## src/rtl/calc.sv

```systemverilog
// 16-bit accumulator calculator: button-selected ALU operation between the
// accumulator and the switch operand, committed on btnd, cleared on btnu.
module calc (
  input  logic        clk,
  input  logic        btnu,
  input  logic        btnd,
  input  logic        btnl,
  input  logic        btnc,
  input  logic        btnr,
  input  logic [15:0] sw,
  output logic [15:0] led
);

  typedef enum logic [2:0] {
    OP_ADD = 3'b000,
    OP_SUB = 3'b001,
    OP_AND = 3'b010,
    OP_OR  = 3'b011,
    OP_XOR = 3'b100,
    OP_SLL = 3'b101,
    OP_SRL = 3'b110,
    OP_SRA = 3'b111
  } op_e;

  logic [15:0]        acc_r;
  logic [15:0]        result_s;
  logic [3:0]         shamt_s;
  logic signed [15:0] acc_signed_s;
  op_e                op_s;

  // Decode the three operation buttons into the internal op code.
  always_comb begin
    op_s = OP_ADD;
    case ({btnl, btnc, btnr})
      3'b000:  op_s = OP_ADD;
      3'b001:  op_s = OP_SUB;
      3'b010:  op_s = OP_AND;
      3'b011:  op_s = OP_OR;
      3'b100:  op_s = OP_XOR;
      3'b101:  op_s = OP_SLL;
      3'b110:  op_s = OP_SRL;
      3'b111:  op_s = OP_SRA;
      default: op_s = OP_ADD;
    endcase
  end

  // Shifts only look at the low nibble of the operand.
  assign shamt_s      = sw[3:0];
  assign acc_signed_s = $signed(acc_r);

  // Combinational 16-bit ALU; arithmetic wraps modulo 2^16.
  always_comb begin
    result_s = acc_r;
    case (op_s)
      OP_ADD:  result_s = acc_r + sw;
      OP_SUB:  result_s = acc_r - sw;
      OP_AND:  result_s = acc_r & sw;
      OP_OR:   result_s = acc_r | sw;
      OP_XOR:  result_s = acc_r ^ sw;
      OP_SLL:  result_s = acc_r << shamt_s;
      OP_SRL:  result_s = acc_r >> shamt_s;
      OP_SRA:  result_s = $unsigned(acc_signed_s >>> shamt_s);
      default: result_s = acc_r;
    endcase
  end

  // Accumulator register: clear wins over commit, otherwise hold.
  always_ff @(posedge clk) begin
    if (btnu) begin
      acc_r <= 16'h0000;
    end else if (btnd) begin
      acc_r <= result_s;
    end else begin
      acc_r <= acc_r;
    end
  end

  assign led = acc_r;

endmodule

```

## config.mk

```make
export PLATFORM = sky130hd
export DESIGN_NAME = calc
export DESIGN_NICKNAME = d
export VERILOG_FILES = /design/src/rtl/calc.sv
export SDC_FILE = /design/constraint.sdc
export NUM_CORES = 1
export LEC_CHECK = 0
export BUFFER_PORTS_ARGS = -buffer_cell sky130_fd_sc_hd__buf_2
export CORE_MARGIN = 1
export CORE_UTILIZATION = 50
export CTS_BUF_LIST = sky130_fd_sc_hd__clkbuf_8
export DETAILED_ROUTE_END_ITERATION = 16
export PLACE_DENSITY = 0.75
export SYNTH_ARGS = -nofsm -noshare
export SYNTH_HDL_FRONTEND = slang
export SYNTH_SLANG_ARGS = --single-unit
```

## constraint.sdc

```tcl
create_clock -name clk -period 8.8 [get_ports clk]
set_input_delay 1.32 -clock clk [delete_from_list [all_inputs] [get_ports clk]]
set_output_delay 1.32 -clock clk [all_outputs]
set_load 0.1 [all_outputs]
```

==> summary.md, run 1 <==
| Metric | Value |
|---|---|
| Status | complete, no violations |
| Starting density of the core | 51.7% |
| Overflow after GRT | 0 |
| Count of cell types in the netlist | 72 |
| Clock Root Buffer | clkbuf_8 |
| Total setup buffers inserted after CTS | 0 |
| Fmax | 0.210 GHz |
| Most used DFF post-synth | dfxtp_1 |
| Reg clk slew, reported paths | 80 ps |
| Crit path time final | 4770 ps |
| FILL cells | 808 |
| Post-Syn Area per Cell | 7.33 µm² |
| Worst-Skew Late Latency | 260 ps |
| Slew HR | 31.4% |
| Worst ir drop on vdd | 0.0693 mV |
| Share of the synthesized area in the top cell type | 15.3% |
| Critical-path top delay cell | buf_2 |
| Fraction of registers with async set/reset | 0% |
| Antenna diodes | 0 |
| Setup CP Type | input pin to flop |
| H-tree Lvls | 1 |
| Core area | 7770 µm² |
| GR Util All Layers | 34.2% |
| Drt wl/cell | 21.6 µm |
| Via count | 4456 |
| Pre-Repair DR Iteration Count | 5 |
| Worst path cell trace | buf_2 -> inv_2 -> ha_1 -> nand2_1 -> o21ai_0 -> xnor2_1 -> ha_1 -> a21o_1 -> a221oi_2 -> nor2_1 -> or3_1 -> a221oi_1 -> a2111oi_2 |
| Area of the multi-input gates | 3330 µm² |
| Clock sinks | 16 |
| Leakage | 1.75 nW |
| FF+latch area | 320 µm² |
| GPL Wtd Cong | 1.03 |
| Crit Path Max Fanout | 41 |
| Die Y | 91.7 µm |
| Syn. warnings | 0 |
| Critical Path Start Type | input pin |
| Hold WC Path Type | flop to flop |
| Nets | 630 |
| Routed Antenna Nets | 0 |
| IO buf count | 37 |
| Initial antenna violation count | 0 |
| Final period utilization | 54.2% |
| Yosys top cell by area | ha_1 |
| Setup_tns | 0 ps |
| CP delay by family, top | compound AO/OA/AOI/OAI gates |
| Fin util | 53.7% |
| Vias in the first global route | 4169 |
| Crit path arrival time | 4900 ps |
| Power Density | 114 nW/µm² |
| Max-Cap Viols | 0 |
| RSZ-0062 raised after global routing | false |
| Die X-Extent | 91.7 µm |
| Top-count cell post-synth | nor2_1 |
| Worst-case clock buffer depth | 2 |
| Setup crit end kind | flop |
| Post-synthesis instance total | 548 |
| Synth top area cells | ha_1, dfxtp_1, a21oi_1 |
| Std cell rows | 32 |
| Share of cells above drive strength 1 | 14.0% |
| Worst path bufs/invs | 2 |
| Mapped Area | 4020 µm² |
| CP peak stage delay | 640 ps |
| Final hold vios | 0 |
| # setup viols final | 0 |
| Hold-fix buffers, CTS | 0 |
| Routed vias/inst | 6.76 |
| CTS tree | yes |
| Worst Skew | 1.71 ps |
| Number of flip-flops in the largest register | 16 |
| Crit-path most repeated cell | ha_1 |
| Worst slew pin tran | 1030 ps |
| Post-synthesis sequential area ratio | 7.97% |
| CTS Buf Count | 3 |
| Fin. max-slew vios | 0 |
| Syn-to-layout area delta | 3.77% |
| Syn_nets | 620 |
| Hpwl dp | 10.5 mm |
| Ports | 38 |
| Post-cts sizing count | 0 |
| DRC errors left | 0 |
| Total Power | 0.474 mW |
| Hold slack | 652 ps |
| #FFs+latches synth | 16 |
| Synth top cells by count | nor2_1, ha_1, a21oi_1, nand2_1, o21ai_0 |
| Largest net degree at the start of global routing | 46 |
| Full die area | 8400 µm² |
| Drt initial violations | 492 |
| Global-route wire length before repair | 22.7 mm |
| EDFF count, synth | 0 |
| Drt total wl | 14.2 mm |
| Worst endpoint required time | 8930 ps |
[worst min-delay path, stage by stage, from the launching register on]
cell,delay [ps]
dfxtp_1,380
inv_1,140
a211oi_2,80
[final timing paths]
kind           from       to  slack, ps  cells after the start
min reg2reg  led[0]   led[0]        650                      2
max           sw[1]  led[10]       4030                     13
max reg2reg  led[0]  led[10]       6070                     10
min          led[0]   led[0]        650                      2
[layout make-up]
class	count	area share (%)
well taps	102	3.06
multi-input cells	463	80.0
clock buffers	4	1.32
repair buffers	38	4.62
flip-flops and latches	16	7.68
inverters	36	3.36
[stage by stage]
stage	setup WS (ps)	cells	instance area, µm²
2_1_floorplan	4620	548	4020
3_3_place_gp	3900	655	4120
3_5_place_dp	3860	655	4120
4_1_cts	4140	659	4170
5_1_grt	3810	659	4170
6_report	4030	659	4170
[power by group]
| group | internal (mW) | switching, mW |
|---|---|---|
| clock | 0.0399 | 0.0316 |
| sequential | 0.0791 | 0.0219 |
| combinational | 0.100 | 0.201 |
[cell usage in the layout (no fill, tap or decap), types with 3 or more instances in the layout]
cell / synthesis / routed
mux2i_1: 21 / 21
ha_1: 49 / 49
a21boi_0: 4 / 4
a31oi_1: 6 / 6
dfxtp_1: 16 / 16
o21ai_1: 11 / 11
mux4_2: 5 / 5
o21ai_0: 46 / 46
nand2_1: 46 / 46
inv_1: 32 / 32
and2_1: 3 / 3
o31ai_1: 6 / 6
nor2_1: 61 / 61
mux2_2: 9 / 9
xor2_1: 6 / 6
o2111ai_1: 3 / 3
a221o_1: 3 / 3
a21oi_1: 46 / 46
nand3_1: 8 / 8
xnor2_1: 20 / 20
a221oi_1: 12 / 12
nand4_1: 5 / 5
o41ai_1: 3 / 3
clkbuf_8: 3 / 4
nand2b_1: 4 / 4
buf_2: 8 / 37
nor3_1: 5 / 5
a211o_1: 3 / 3
o211ai_1: 9 / 9
a311oi_1: 5 / 5
nor3_2: 3 / 3
a211oi_1: 14 / 14
a21o_1: 6 / 6
[metal layers]
metal | vias to the layer above | track usage [%] | part of all wire, %
met5 | - | 0 | 0
met4 | 0 | 15.3 | 3.6
met3 | 46 | 7.13 | 12
met2 | 290 | 51.8 | 43
met1 | 2079 | 46.5 | 41
li1 | 2041 | - | -
[cell families (layout without fill, tap and decap cells)]
logic type,count (synthesis),after routing,synth area share [%]
AO/OA/AOI/OAI,196,196,32.0
AND/OR/NAND/NOR,154,154,18.0
buffers and inverters,69,78,9.06
adder cells (fa/ha/maj),50,50,15.8
multiplexers,37,37,11.5
XOR/XNOR,26,26,5.67
flip-flops,16,16,7.97
(Power assumes the default switching activity.)
==> run 2: changes to the inputs <==
==> constraint.sdc (replaced) <==
create_clock -name clk -period 4.5 [get_ports clk]
set_input_delay 0.675 -clock clk [delete_from_list [all_inputs] [get_ports clk]]
set_output_delay 0.675 -clock clk [all_outputs]
set_load 0.1 [all_outputs]
==> run 2 against run 1 <==
Clock skew is 2.2 ps higher. Wire length is 1.1% lower. Non-clock buffer count is 9 higher. Via count is 0.38% lower. Critical path depth is 1 lower. Combinational power is 96% higher. Sequential power is 94% higher. Cell count is 1.4% higher. Largest cell class unchanged. Worst setup slack worse by 3000 ps. Utilization is 0.87 points higher. Flip-flop and latch count stayed put.
==> summary.md, run 2 (synthesis gave the netlist of run 1 again) <==
| Metric | Value |
|---|---|
| Routed vias/inst | 6.65 |
| Nets | 639 |
| Area after DPL | 4180 µm² |
| Overflow after GRT | 0 |
| Drt total wl | 14.1 mm |
| Via count | 4439 |
| Final hold vios | 0 |
| Pre-Repair DR Iteration Count | 7 |
| Status | complete, no violations |
| Die X-Extent | 91.7 µm |
| GPL Wtd Cong | 0.993 |
| Die Y | 91.7 µm |
| Commonest non-fill, non-tap cell in the layout | nor2_1 |
| Starting density of the core | 51.7% |
| Total setup buffers inserted after CTS | 0 |
| Worst ir drop on vdd | 0.111 mV |
| Fin util | 54.6% |
| Net switching power | 0.500 mW |
| Global-route wire length before repair | 22.0 mm |
| Clock sinks | 16 |
| Min setup slack post-route | 989 ps |
| GR Util All Layers | 33.5% |
| Critical Path Start Type | input pin |
| CTS Buf Count | 3 |
| H-tree Lvls | 1 |
| Core area | 7770 µm² |
| Vias in the first global route | 4102 |
| # setup viols final | 0 |
| Syn-to-layout area delta | 5.45% |
| Std cell rows | 32 |
| FILL cells | 763 |
| Crit path arrival time | 3650 ps |
| Sequential Power Share | 21.0% |
| Post-route insts no fill | 668 |
| Number of flip-flops in the largest register | 16 |
| Worst endpoint required time | 4640 ps |
| Setup crit end kind | flop |
| DRC errors left | 0 |
| Setup_tns | 0 ps |
| Clock Power Share | 15.4% |
| Leakage | 1.80 nW |
| Crit path time final | 3510 ps |
| Setup CP Type | input pin to flop |
| FF+latch area | 320 µm² |
| Total Power | 0.934 mW |
| Sw frac | 53.6% |
| Drt wl/cell | 21.0 µm |
| IO buf count | 37 |
| Share of cells above drive strength 1 | 15.4% |
| P_int | 0.434 mW |
| Hold-fix buffers, CTS | 0 |
| Antenna diodes | 0 |
| Finished Cell Area | 4240 µm² |
| Hpwl dp | 10.7 mm |
| CTS tree | yes |
| Clock Root Buffer | clkbuf_8 |
| Final period utilization | 78.0% |
| Largest net degree at the start of global routing | 45 |
| RSZ-0062 raised after global routing | false |
| Worst slew pin tran | 718 ps |
| Hold slack | 661 ps |
| Area of the multi-input gates | 3330 µm² |
| Ports | 38 |
| Fmax | 0.285 GHz |
| Worst-Skew Late Latency | 270 ps |
| Worst-case clock buffer depth | 2 |
| Full die area | 8400 µm² |
| Placed cell count | 664 |
| Routed Antenna Nets | 0 |
| Initial antenna violation count | 1 |
| Fin. max-slew vios | 0 |
| Comb power frac | 63.6% |
| Worst Skew | 3.93 ps |
| Post-cts sizing count | 0 |
| Hold WC Path Type | flop to flop |
| Reg clk slew, reported paths | 80 ps |
| Most frequent cells in the layout | nor2_1, ha_1, nand2_1, o21ai_0, a21oi_1 |
| Power Density | 220 nW/µm² |
| Drt initial violations | 549 |
| Pre-CTS setup slack | 744 ps |
| Max-Cap Viols | 0 |
| Slew HR | 51.9% |
| Crit Path Max Fanout | 44 |
-- run 2: worst max-delay path: stages --
cell       delay (ps)
buf_2             100
buf_4             290
nor3_2            480
a31oi_1           180
xnor2_1           150
ha_1              370
and3_1            200
a221oi_2          310
nor2_1            150
or3_1             330
a221oi_1          330
a2111oi_2          80
-- run 2: final timing paths --
kind | startpoint | to | slack, ps | cells past startpoint
worst min register to register | led[6] | led[6] | 660 | 2
worst min-delay path | led[6] | led[6] | 660 | 2
worst max register to register | led[0] | led[10] | 1770 | 10
worst max-delay path | sw[0] | led[10] | 990 | 12
-- run 2: layer usage --
layer / up-vias / track usage [%] / wire (µm)
li1: 2069 / - / -
met1: 2044 / 47.6 / 6020
met2: 285 / 52.1 / 6150
met3: 41 / 4.15 / 1490
met4: 0 / 11.4 / 395
met5: - / 0 / 0
-- run 2: power groups by stage --
stage | registers, mW | clock network, mW | logic, mW
detailed placement | 0.198 | 0 | 0.578
CTS | 0.194 | 0.144 | 0.581
global route | 0.198 | 0.150 | 0.640
global placement | 0.196 | 0 | 0.572
finish | 0.196 | 0.144 | 0.593
floorplan | 0.273 | 0 | 0.367
-- run 2: layout make-up --
class                      instances  area share, %
tap                              102           3.01
clock buffer                       4           1.30
multi-input combinational        463           78.7
sequential                        16           7.56
inverter                          36           3.31
timing repair buffer              47           6.14
